[config.mk]
export PLATFORM = sky130hd
export DESIGN_NAME = cpu_clock_controller
export DESIGN_NICKNAME = d
export VERILOG_FILES = /design/src/rtl/cpu_clock_controller.sv
export SDC_FILE = /design/constraint.sdc
export NUM_CORES = 1
export LEC_CHECK = 0
export CELL_PAD_IN_SITES_DETAIL_PLACEMENT = 1
export CELL_PAD_IN_SITES_GLOBAL_PLACEMENT = 2
export CORE_MARGIN = 2
export CORE_UTILIZATION = 35
export DETAILED_ROUTE_END_ITERATION = 10
export PLACE_DENSITY = 0.95
export SYNTH_ARGS = -nofsm -noshare
export SYNTH_HDL_FRONTEND = slang
export SYNTH_SLANG_ARGS = --single-unit
[constraint.sdc]
create_clock -name clk_in -period 3.5 [get_ports clk_in]
set_clock_uncertainty 0.05 [all_clocks]
set_input_delay 0.35 -clock clk_in [delete_from_list [all_inputs] [get_ports clk_in]]
set_output_delay 0.35 -clock clk_in [all_outputs]
set_load 0.02 [all_outputs]
[src/rtl/cpu_clock_controller.sv]
// ---------------------------------------------------------------------------
// cpu_clock_controller
// Run/halt/single-step controller for the RV32I core clock. It produces a
// one-cycle clock-enable pulse (cpu_clk_en) every div_active+1 clk_in cycles.
// The core runs on clk_in and is qualified by this enable.
//
// Optional build macro: CPU_CLK_CTRL_ENABLE_COUNT_EN
//   defined   -> enable_count counts issued enables (32-bit, wraps)
//   undefined -> enable_count is tied to zero
//
// Ports:
//   clk_in        board clock, the only clock
//   reset         asynchronous, active-high reset
//   run_req       pulse: enter RUN
//   halt_req      pulse: enter HALT (highest priority)
//   step_req      pulse: issue exactly one enable, then HALT
//   cfg_we        divisor write strobe
//   cfg_div       new divisor value
//   bp_hit        breakpoint match, honoured only while cpu_clk_en=1 in RUN
//   cpu_clk_en    registered enable pulse to the core
//   halted        registered; 1 when the controller is halted
//   step_done     registered pulse, the cycle after a step enable
//   div_active    divisor currently in use
//   enable_count  number of enables issued
// ---------------------------------------------------------------------------
module cpu_clock_controller #(
    parameter int unsigned DIV_WIDTH   = 16,
    parameter int unsigned DEFAULT_DIV = 99
) (
    input  logic                 clk_in,
    input  logic                 reset,
    input  logic                 run_req,
    input  logic                 halt_req,
    input  logic                 step_req,
    input  logic                 cfg_we,
    input  logic [DIV_WIDTH-1:0] cfg_div,
    input  logic                 bp_hit,
    output logic                 cpu_clk_en,
    output logic                 halted,
    output logic                 step_done,
    output logic [DIV_WIDTH-1:0] div_active,
    output logic [31:0]          enable_count
);

    typedef enum logic [1:0] {
        ST_HALT = 2'd0,
        ST_RUN  = 2'd1,
        ST_STEP = 2'd2
    } state_t;

    state_t               state;
    state_t               state_next;
    logic [DIV_WIDTH-1:0] counter;
    logic [DIV_WIDTH-1:0] counter_next;
    logic [DIV_WIDTH-1:0] pending_div;
    logic [DIV_WIDTH-1:0] pending_div_next;
    logic                 pending_valid;
    logic                 pending_valid_next;
    logic [DIV_WIDTH-1:0] div_next;
    logic                 en_next;
    logic                 step_fire;
    logic                 step_fire_next;
    logic                 halted_next;
    logic                 tc;
    logic                 bp_stop;
    logic                 staged_valid;
    logic [DIV_WIDTH-1:0] staged_div;

    assign tc      = (counter == div_active);
    assign bp_stop = (state == ST_RUN) && cpu_clk_en && bp_hit;

    // A write arriving on the apply edge supersedes the older pending value.
    assign staged_valid = pending_valid || cfg_we;
    assign staged_div   = cfg_we ? cfg_div : pending_div;

    // State register
    always_ff @(posedge clk_in or posedge reset) begin
        if (reset) begin
            state <= ST_HALT;
        end else begin
            state <= state_next;
        end
    end

    // Next-state logic; halt_req > step_req > run_req
    always_comb begin
        state_next = state;
        case (state)
            ST_HALT: begin
                if (halt_req) begin
                    state_next = ST_HALT;
                end else if (step_req) begin
                    state_next = ST_STEP;
                end else if (run_req) begin
                    state_next = ST_RUN;
                end
            end
            ST_RUN: begin
                if (halt_req || bp_stop) begin
                    state_next = ST_HALT;
                end
            end
            ST_STEP: begin
                if (halt_req || tc) begin
                    state_next = ST_HALT;
                end
            end
            default: state_next = ST_HALT;
        endcase
    end

    // Output / datapath next values
    always_comb begin
        en_next            = 1'b0;
        step_fire_next     = 1'b0;
        counter_next       = '0;
        div_next           = div_active;
        pending_div_next   = pending_div;
        pending_valid_next = pending_valid;
        halted_next        = (state == ST_HALT);

        case (state)
            ST_RUN: begin
                if (!halt_req && !bp_stop && tc) begin
                    en_next = 1'b1;
                end
            end
            ST_STEP: begin
                if (!halt_req && tc) begin
                    en_next        = 1'b1;
                    step_fire_next = 1'b1;
                end
            end
            default: ;
        endcase

        if (state == ST_HALT) begin
            // Halted: writes take effect directly, nothing is ever staged
            if (cfg_we) begin
                div_next = cfg_div;
            end
            pending_valid_next = 1'b0;
        end else begin
            // Staged divisor lands with the next enable or on entering HALT
            if ((state_next == ST_HALT) || en_next) begin
                if (staged_valid) begin
                    div_next = staged_div;
                end
                pending_valid_next = 1'b0;
            end else if (cfg_we) begin
                pending_div_next   = cfg_div;
                pending_valid_next = 1'b1;
            end
            counter_next = ((state_next == ST_HALT) || en_next)
                         ? '0 : counter + DIV_WIDTH'(1);
        end
    end

    // Datapath and output registers
    always_ff @(posedge clk_in or posedge reset) begin
        if (reset) begin
            counter       <= '0;
            div_active    <= DIV_WIDTH'(DEFAULT_DIV);
            pending_div   <= '0;
            pending_valid <= 1'b0;
            cpu_clk_en    <= 1'b0;
            step_fire     <= 1'b0;
            step_done     <= 1'b0;
            halted        <= 1'b1;
        end else begin
            counter       <= counter_next;
            div_active    <= div_next;
            pending_div   <= pending_div_next;
            pending_valid <= pending_valid_next;
            cpu_clk_en    <= en_next;
            step_fire     <= step_fire_next;
            step_done     <= step_fire;
            halted        <= halted_next;
        end
    end

`ifdef CPU_CLK_CTRL_ENABLE_COUNT_EN
    // Enable counter, cleared only by reset
    always_ff @(posedge clk_in or posedge reset) begin
        if (reset) begin
            enable_count <= 32'd0;
        end else if (en_next) begin
            enable_count <= enable_count + 32'd1;
        end
    end
`else
    assign enable_count = 32'd0;
`endif

endmodule

## Yosys cells after proc, flatten, opt, wreduce, memory -nomap -nowiden

Index checks and enable logic that the tools add are counted.
Widths: inputs -> output; s select.

- Input bits: 23
- Word-level logic and storage cells: 54
- Register bits after elaboration: 55

- Multiplexer cells: 20
- Bitwise logic cells: 2
- Eq/ne operators: 4
- Add/subtract/negate cells: 1
- Reductions and logical operators: 18

Operators by type and width:

| operator | number |
|---|---|
| $mux 16 | 7 |
| $add 16x1->16 const B | 1 |
| $eq 16x16->1 | 1 |
| $mux 2 | 5 |
| $mux 1 | 6 |
| $pmux 2 s3 | 1 |
| $logic_and 1x1->1 | 5 |
| $logic_not 2->1 | 2 |
| $logic_or 1x1->1 | 4 |
| $reduce_bool 2->1 | 2 |
| $reduce_and 3->1 | 1 |
| $reduce_bool 3->1 | 1 |
| $eq 2x1->1 const B | 1 |
| $eq 2x2->1 const B | 1 |
| $logic_not 1->1 | 2 |
| $ne 2x2->1 const B | 1 |
| $not 1->1 | 2 |
| $pmux 1 s2 | 1 |
| $reduce_and 2->1 | 1 |

## Depth between registers and ports, before layout

Gate-level depths: netlist of run 1.

- Word-level depth: 11
- Mapped depth: 9

## Worst setup path before layout of run 1

No wires, ideal clock.

- Path type: reg2reg
- From: register div_active[0]
- To: register div_active[10]
- Cell stages (with the launch flop): 9
- Path slack: 1.090 ns
- Data arrival time: 2.235 ns
- Clock period less this slack: 2.410 ns
- Path buffers: 2
- Cell sequence: dfstp_2 xor2_1 nor4_1 nand4_2 a31oi_2 o32a_1 buf_6 buf_12 mux2_4

- Longest elaborated chain between the ends: 8
- Elaborated cells between the ends (all ways): 13
- Classes of those cells: 1 x eq/ne; 5 x mux; 7 x reduce/logical

Ends and longest elaborated chain:

| what | RTL line | RTL |
|---|---|---|
| from (decl) | 41 | `output logic [DIV_WIDTH-1:0] div_active,` |
| from (signal assigned) | 163 | `div_active <= DIV_WIDTH'(DEFAULT_DIV);` |
| from (signal assigned) | 172 | `div_active <= div_next;` |
| $eq 16x16->1 * | 69 | `assign tc = (counter == div_active);` |
| $logic_or 1x1->1 | 104 | `if (halt_req \|\| tc) begin` |
| $mux 2 | 104 |  |
| $pmux 2 s3 | 88 | `case (state)` |
| $logic_not 2->1 | 145 | `if ((state_next == ST_HALT) \|\| en_next) begin` |
| $logic_or 1x1->1 * | 145 |  |
| $reduce_bool 2->1 (no line) * | -- |  |
| $reduce_and 3->1 (no line) * | -- |  |

Every way passes the cells marked *; elsewhere a longest branch is shown, timed or not.
A chain may end at the register's enable or synchronous reset.

## Worst setup path in the final report of run 1

- From: register div_active[0]
- To: register div_active[4]

Same word-level chain as after synthesis.

==> results of run 1 <==
==> power by group through the flow <==
stage / sequential, mW / clock [mW] / combinational, mW
2_1_floorplan: 0.800 / 0 / 0.225
3_5_place_dp: 0.779 / 0 / 0.356
6_report: 0.766 / 0.421 / 0.355
3_3_place_gp: 0.774 / 0 / 0.348
4_1_cts: 0.767 / 0.433 / 0.359
5_1_grt: 0.779 / 0.459 / 0.385
==> how the worst min path moves through the flow <==
stage                                    from             endpoint  slack (ps)  depth (start not counted)
final                     step_fire$_DFF_PP0_  step_done$_DFF_PP0_         330                          0
after global placement    step_fire$_DFF_PP0_  step_done$_DFF_PP0_         300                          0
after floorplan           step_fire$_DFF_PP0_  step_done$_DFF_PP0_         280                          0
after CTS                 step_fire$_DFF_PP0_  step_done$_DFF_PP0_         330                          0
after detailed placement  step_fire$_DFF_PP0_  step_done$_DFF_PP0_         300                          0
after global routing      step_fire$_DFF_PP0_  step_done$_DFF_PP0_         340                          0
==> layout make-up <==
type | count | area [um2]
Clock inverter | 3 | 43.8
Clock buffer | 5 | 68.8
Fill cell | 913 | 4750
Tap cell | 105 | 131
Sequential cell | 55 | 1380
Multi-Input combinational cell | 179 | 1410
Inverter | 6 | 22.5
Timing Repair Buffer | 46 | 448
==> cells by family (layout without fill, tap and decap cells) <==
family                     count (synthesis)  in the layout  synth area share [%]
muxes                                     48             48                  19.3
other                                      1             32                 0.125
DFF                                       55             55                  46.2
AOI/OAI and AO/OA                          9              9                  2.26
and+or+nand+nor                           55             55                  10.7
adders and majority gates                  5              5                  2.09
buffers and inverters                     44             60                  10.5
xor gates and xnor gates                  30             30                  8.78
==> state kept, by name, summed over array words and instances (netlist names) <==
register and count:
counter 16, cpu_clk_en 1, div_active 16, halted 1
pending_div 16, pending_valid 1, state 2, step_done 1
step_fire 1
==> per-layer routing <==
layer	share of wire [%]	vias to the layer above
met2	46	48
met5	0	-
li1	-	859
met3	5.9	6
met1	47	912
met4	0.98	0
==> Yosys cell counts (2+ instances only) <==
cell type | instances | share of area [%]
sky130_fd_sc_hd__a21oi_1 | 2 | 0.33
sky130_fd_sc_hd__buf_2 | 2 | 0.33
sky130_fd_sc_hd__buf_4 | 33 | 8.3
sky130_fd_sc_hd__dfrtp_1 | 50 | 42
sky130_fd_sc_hd__dfstp_2 | 5 | 4.4
sky130_fd_sc_hd__ha_1 | 5 | 2.1
sky130_fd_sc_hd__inv_1 | 6 | 0.75
sky130_fd_sc_hd__mux2_2 | 38 | 14
sky130_fd_sc_hd__mux2_4 | 10 | 5.0
sky130_fd_sc_hd__nand2_1 | 4 | 0.50
sky130_fd_sc_hd__nand3_1 | 5 | 0.84
sky130_fd_sc_hd__nand4_1 | 4 | 0.84
sky130_fd_sc_hd__nor2_1 | 25 | 3.1
sky130_fd_sc_hd__nor3_1 | 2 | 0.33
sky130_fd_sc_hd__nor4_2 | 3 | 1.3
sky130_fd_sc_hd__o21ai_0 | 2 | 0.33
sky130_fd_sc_hd__xnor2_1 | 8 | 2.3
sky130_fd_sc_hd__xor2_1 | 22 | 6.4
==> stage by stage <==
| stage | hold WS (ps) | instance area, um2 | power, mW | setup slack (ps) |
|---|---|---|---|---|
| after CTS | 329 | 3510 | 1.56 | 760 |
| after global routing | 336 | 3510 | 1.62 | 633 |
| final | 334 | 3510 | 1.54 | 774 |
| after detailed placement | 301 | 3400 | 1.14 | 792 |
| after global placement | 299 | 3400 | 1.12 | 898 |
| after floorplan | 281 | 3110 | 1.02 | 1090 |
==> flow_metrics.env, run 1 <==
export IMPL_run_status="completed"
export IMPL_drt_wirelength_per_cell_um=15.0
export IMPL_r2r_start="div_active[0]$_DFFE_PP1P_"
export IMPL_flops_latches_synth=55
export IMPL_core_area_um2=8260
export IMPL_family_of_cells_with_the_greatest_summed_delay_on_the_critical_path="simple AND/OR/NAND/NOR gates"
export IMPL_floorplan_die_height_um=96.5
export IMPL_cp_slowest_stage_delay_ps=570
export IMPL_total_via_count_in_the_routed_design=1825
export IMPL_synthDistinctLibCells=39
export IMPL_report_final_setup_viol=0
export IMPL_clock_power_share_pct=27.3
export IMPL_seqPwrFrac_pct=49.7
export IMPL_antenna_diode_count=0
export IMPL_placement_rows=33
export IMPL_globalRouteMet2Util_pct=22.6
export IMPL_io_pins=74
export IMPL_hold_path_class="register to register"
export IMPL_grt_first_pass_wirelength_um=9970
export IMPL_cp_slowest_cell="sky130_fd_sc_hd__dfstp_2"
export IMPL_detail_route_iter0_violations=41
export IMPL_worstRegToRegCells=7
export IMPL_ctsRootBufferMaster="sky130_fd_sc_hd__clkbuf_8"
export IMPL_path_cells="xor2_1, nor4_1, nand4_2, a31oi_2, o32a_1, buf_4, mux2_2"
export IMPL_die_w_um=96.5
export IMPL_crit_arrival_ps=2860
export IMPL_final_layout_size_suffix_gt1_share_pct=26.2
export IMPL_edff_count_synth=0
export IMPL_setup_repair_after_global_routing_missed_its_margin="no"
export IMPL_timing_critical_path_required_ps=3640
export IMPL_setup_worst_path_start="div_active[0]$_DFFE_PP1P_"
export IMPL_starting_density_of_the_core_pct=36.3
export IMPL_final_instance_count_excl_fill=399
export IMPL_ir_worst_vdd_mv=0.181
export IMPL_layout_area_overhead_vs_synth_pct=17.2
export IMPL_worst_path_stages=7
export IMPL_slew_at_the_pin_closest_to_its_max_slew_limit_ps=628
export IMPL_cts_sinks=55
export IMPL_post_route_period_util_pct=77.9
export IMPL_maximum_number_of_pins_on_one_net_before_global_route_repair=32
export IMPL_max_cap_violations=0
export IMPL_yosys_warns=0
export IMPL_power_density_nw_per_um2=439
export IMPL_worst_path_buf_inv=1
export IMPL_clock_insertion_delay_worst_skew_ps=310
export IMPL_grt_most_used_layer="met2"
export IMPL_worst_setup_path_type="register to register"
export IMPL_grt_util_met1_pct=19.3
export IMPL_place_port_buffers=41
export IMPL_r2r_slack_ps=770
export IMPL_cts_repair_resized=0
export IMPL_slew_viols_final=0
export IMPL_tritoncts="yes"
export IMPL_maximum_clock_insertion_buffer_count=2
export IMPL_power_net_switching_mw=0.433
export IMPL_critPathCaptureType="register"
export IMPL_final_hold_violation_count=0
export IMPL_mapped_area_um2=2990
export IMPL_critical_path_peak_fanout=16
export IMPL_worst_setup_path_endpoint="div_active[4]$_DFFE_PP0P_"
export IMPL_combPwrFrac_pct=23.0
export IMPL_routed_wl_um=6000
export IMPL_fin_setup_tns_ps=0
export IMPL_clk_transition_reported_paths_ps=100
export IMPL_sort_of_element_at_the_start_of_the_critical_path="register"
export IMPL_timing_final_crit_period_ps=2730
export IMPL_synth_seq_area_share_pct=46.2
export IMPL_rr_endpoint="div_active[4]$_DFFE_PP0P_"
export IMPL_cts_hold_repair_buffers=0
export IMPL_grt_antenna_before_repair=0
export IMPL_p_leak_nw=1.58
export IMPL_drtPass1Iterations=4
export IMPL_power_report_internal_total_mw=1.11
export IMPL_max_slew_margin_pct=58.1
export IMPL_switching_share_pct=28.1
export IMPL_die_area_um2=9310
export IMPL_async_reset_ff_share_pct=100
export IMPL_gr_usage_met3_pct=3.41
export IMPL_cts_repair_timing_setup_buffer_count=0
export IMPL_route_antenna_remaining_nets=0
export IMPL_finish_utilization_pct=42.5
export IMPL_final_common_cell="sky130_fd_sc_hd__dfrtp_1"
export IMPL_post_route_drc_count=0
export IMPL_placed_cells=391
export IMPL_postSynth_topFlopCell="sky130_fd_sc_hd__dfrtp_1"
export IMPL_cts_buffers=5
export IMPL_grt_use_total_pct=14.0
export IMPL_globalRoute_totalOverflow=0
export IMPL_via_per_inst=4.57
export IMPL_synth_avg_cell_area_um2=12.1
export IMPL_htree_num_levels=2
export IMPL_highest_clock_frequency_the_design_can_meet_ghz=0.367
export IMPL_dp_hpwl_um=4360
export IMPL_routabilityCongestion=0.776
export IMPL_nets=321
export IMPL_mostFrequentLayoutCells="sky130_fd_sc_hd__dfrtp_1 (50), sky130_fd_sc_hd__clkdlybuf4s50_1 (41), sky130_fd_sc_hd__mux2_2 (38)"
export IMPL_grt_pass1_vias=1956
export IMPL_synth_cells=247
Power figures use the tool's default switching activity.
==> run 2: changes to the inputs <==
--- a/config.mk
+++ b/config.mk
@@ -8,9 +8,9 @@
 export CELL_PAD_IN_SITES_DETAIL_PLACEMENT = 1
 export CELL_PAD_IN_SITES_GLOBAL_PLACEMENT = 2
 export CORE_MARGIN = 2
-export CORE_UTILIZATION = 35
+export CORE_UTILIZATION = 29
 export DETAILED_ROUTE_END_ITERATION = 10
-export PLACE_DENSITY = 0.95
+export PLACE_DENSITY = 0.87
 export SYNTH_ARGS = -nofsm -noshare
 export SYNTH_HDL_FRONTEND = slang
 export SYNTH_SLANG_ARGS = --single-unit
==> constraint.sdc (replaced) <==
create_clock -name clk_in -period 2.5 [get_ports clk_in]
set_clock_uncertainty 0.05 [all_clocks]
set_input_delay 0.25 -clock clk_in [delete_from_list [all_inputs] [get_ports clk_in]]
set_output_delay 0.25 -clock clk_in [all_outputs]
set_load 0.02 [all_outputs]
==> flow_metrics.env, run 2 (same netlist as run 1, synthesis figures left out) <==
export IMPL_run_status="completed"
export IMPL_timing_critical_path_required_ps=2640
export IMPL_placed_cells=427
export IMPL_layout_area_overhead_vs_synth_pct=20.2
export IMPL_starting_density_of_the_core_pct=29.4
export IMPL_routed_wl_um=6230
export IMPL_final_hold_violation_count=0
export IMPL_ir_worst_vdd_mv=0.240
export IMPL_placement_setup_worst_slack_ps=5.09
export IMPL_maximum_clock_insertion_buffer_count=2
export IMPL_antenna_diode_count=0
export IMPL_worst_setup_path_type="register to register"
export IMPL_r2r_slack_ps=100
export IMPL_post_route_period_util_pct=95.9
export IMPL_cts_repair_timing_setup_buffer_count=0
export IMPL_path_cells="xor2_1, nor4_2, nand4_2, a31oi_2, o32a_1, buf_12, mux2_2"
export IMPL_grt_most_used_layer="met2"
export IMPL_tritoncts="yes"
export IMPL_post_route_drc_count=0
export IMPL_total_via_count_in_the_routed_design=1866
export IMPL_max_cap_violations=0
export IMPL_nFillCells=1143
export IMPL_grt_use_total_pct=11.7
export IMPL_die_area_um2=11200
export IMPL_place_port_buffers=41
export IMPL_hold_path_class="primary input to async pin"
export IMPL_cts_sinks=55
export IMPL_htree_num_levels=2
export IMPL_reg_largest_list="counter: 16 flops, div_active: 16 flops, pending_div: 16 flops"
export IMPL_report_final_setup_viol=0
export IMPL_setup_ws_ps=103
export IMPL_core_area_um2=10200
export IMPL_drtPass1Iterations=2
export IMPL_clk_transition_reported_paths_ps=100
export IMPL_globalRouteMet2Util_pct=20.0
export IMPL_rr_endpoint="div_active[2]$_DFFE_PP0P_"
export IMPL_grt_antenna_before_repair=0
export IMPL_floorplan_die_height_um=106
export IMPL_drt_wirelength_per_cell_um=14.3
export IMPL_detail_route_iter0_violations=54
export IMPL_final_common_cell="sky130_fd_sc_hd__dfrtp_1"
export IMPL_grt_util_met1_pct=14.8
export IMPL_sort_of_element_at_the_start_of_the_critical_path="register"
export IMPL_final_instance_count_excl_fill=435
export IMPL_cp_slowest_cell="sky130_fd_sc_hd__dfstp_2"
export IMPL_worstRegToRegCells=7
export IMPL_maximum_number_of_pins_on_one_net_before_global_route_repair=56
export IMPL_crit_arrival_ps=2540
export IMPL_power_density_nw_per_um2=572
export IMPL_finish_utilization_pct=35.3
export IMPL_via_per_inst=4.29
export IMPL_critical_path_peak_fanout=16
export IMPL_hold_slack_ps=261
export IMPL_nets=326
export IMPL_slew_viols_final=0
export IMPL_route_antenna_remaining_nets=0
export IMPL_routabilityCongestion=0.789
export IMPL_final_layout_size_suffix_gt1_share_pct=27.1
export IMPL_highest_clock_frequency_the_design_can_meet_ghz=0.417
export IMPL_cts_buffers=5
export IMPL_critPathCaptureType="register"
export IMPL_ctsRootBufferMaster="sky130_fd_sc_hd__clkbuf_8"
export IMPL_p_leak_nw=1.61
export IMPL_io_pins=74
export IMPL_grt_pass1_vias=2008
export IMPL_dp_hpwl_um=4660
export IMPL_placement_rows=37
export IMPL_cp_slowest_stage_delay_ps=560
export IMPL_gr_usage_met3_pct=3.34
export IMPL_setup_repair_after_global_routing_missed_its_margin="yes"
export IMPL_grt_first_pass_wirelength_um=10400
export IMPL_clock_insertion_delay_worst_skew_ps=310
export IMPL_globalRoute_totalOverflow=0
export IMPL_die_w_um=106
export IMPL_timing_final_crit_period_ps=2400
export IMPL_mostFrequentLayoutCells="sky130_fd_sc_hd__dfrtp_1 (50), sky130_fd_sc_hd__clkdlybuf4s50_1 (41), sky130_fd_sc_hd__mux2_2 (38)"
export IMPL_finalPower_mw=2.06
export IMPL_r2r_start="div_active[0]$_DFFE_PP1P_"
==> run 2: metrics by stage <==
step                instance area [um2]  TNS (ps)
floorplan                          3110         0
global placement                   3510         0
detailed placement                 3510         0
CTS                                3600         0
global route                       3600     -7.38
finish                             3600         0
==> run 2: timing repair <==
action,in CTS,in global routing
endpoints found under the setup margin,14,23
hold buffers,0,0
resized for setup,1,2
pin swaps,0,0
==> run 2: worst max path at each step <==
stage | slack, ps | to | startpoint
after global routing | -5 | div_active[2]$_DFFE_PP0P_ | div_active[12]$_DFFE_PP0P_
after CTS | 60 | pending_div[15]$_DFFE_PP0P_ | state[1]$_DFF_PP0_
after floorplan | 90 | div_active[10]$_DFFE_PP0P_ | div_active[0]$_DFFE_PP1P_
final | 100 | div_active[2]$_DFFE_PP0P_ | div_active[0]$_DFFE_PP1P_
after global placement | 100 | div_active[4]$_DFFE_PP0P_ | div_active[0]$_DFFE_PP1P_
after detailed placement | 5 | div_active[2]$_DFFE_PP0P_ | div_active[0]$_DFFE_PP1P_
==> run 2: power by group <==
part           internal, mW  switching [mW]
registers             0.996          0.0779
logic                 0.264           0.242
clock network         0.198           0.280
==> run 2: area by class of cell <==
cell class | count | area, um2 | share of cell area, %
Clock buffer | 7 | 76.3 | 2.12
Clock inverter | 1 | 5.00 | 0.139
Inverter | 6 | 22.5 | 0.626
Multi-Input combinational cell | 179 | 1420 | 39.4
Sequential cell | 55 | 1380 | 38.4
Tap cell | 136 | 170 | 4.73
Timing Repair Buffer | 51 | 523 | 14.5
==> run 2: critical path: cells and delay by family (launching register included) <==
kind | cells | cell delay, ps
xor gates and xnor gates | 1 | 80
and+or+nand+nor | 2 | 600
muxes | 1 | 350
buffers and inverters | 1 | 180
DFF | 1 | 560
AOI/OAI and AO/OA | 2 | 460
==> run 2: routing by layer <==
layer	wire [um]	part of all wire, %	up-vias
met5	0	0	-
met4	46	0.74	0
met3	319	5.1	8
met2	3130	50	45
met1	2730	44	940
li1	-	-	873
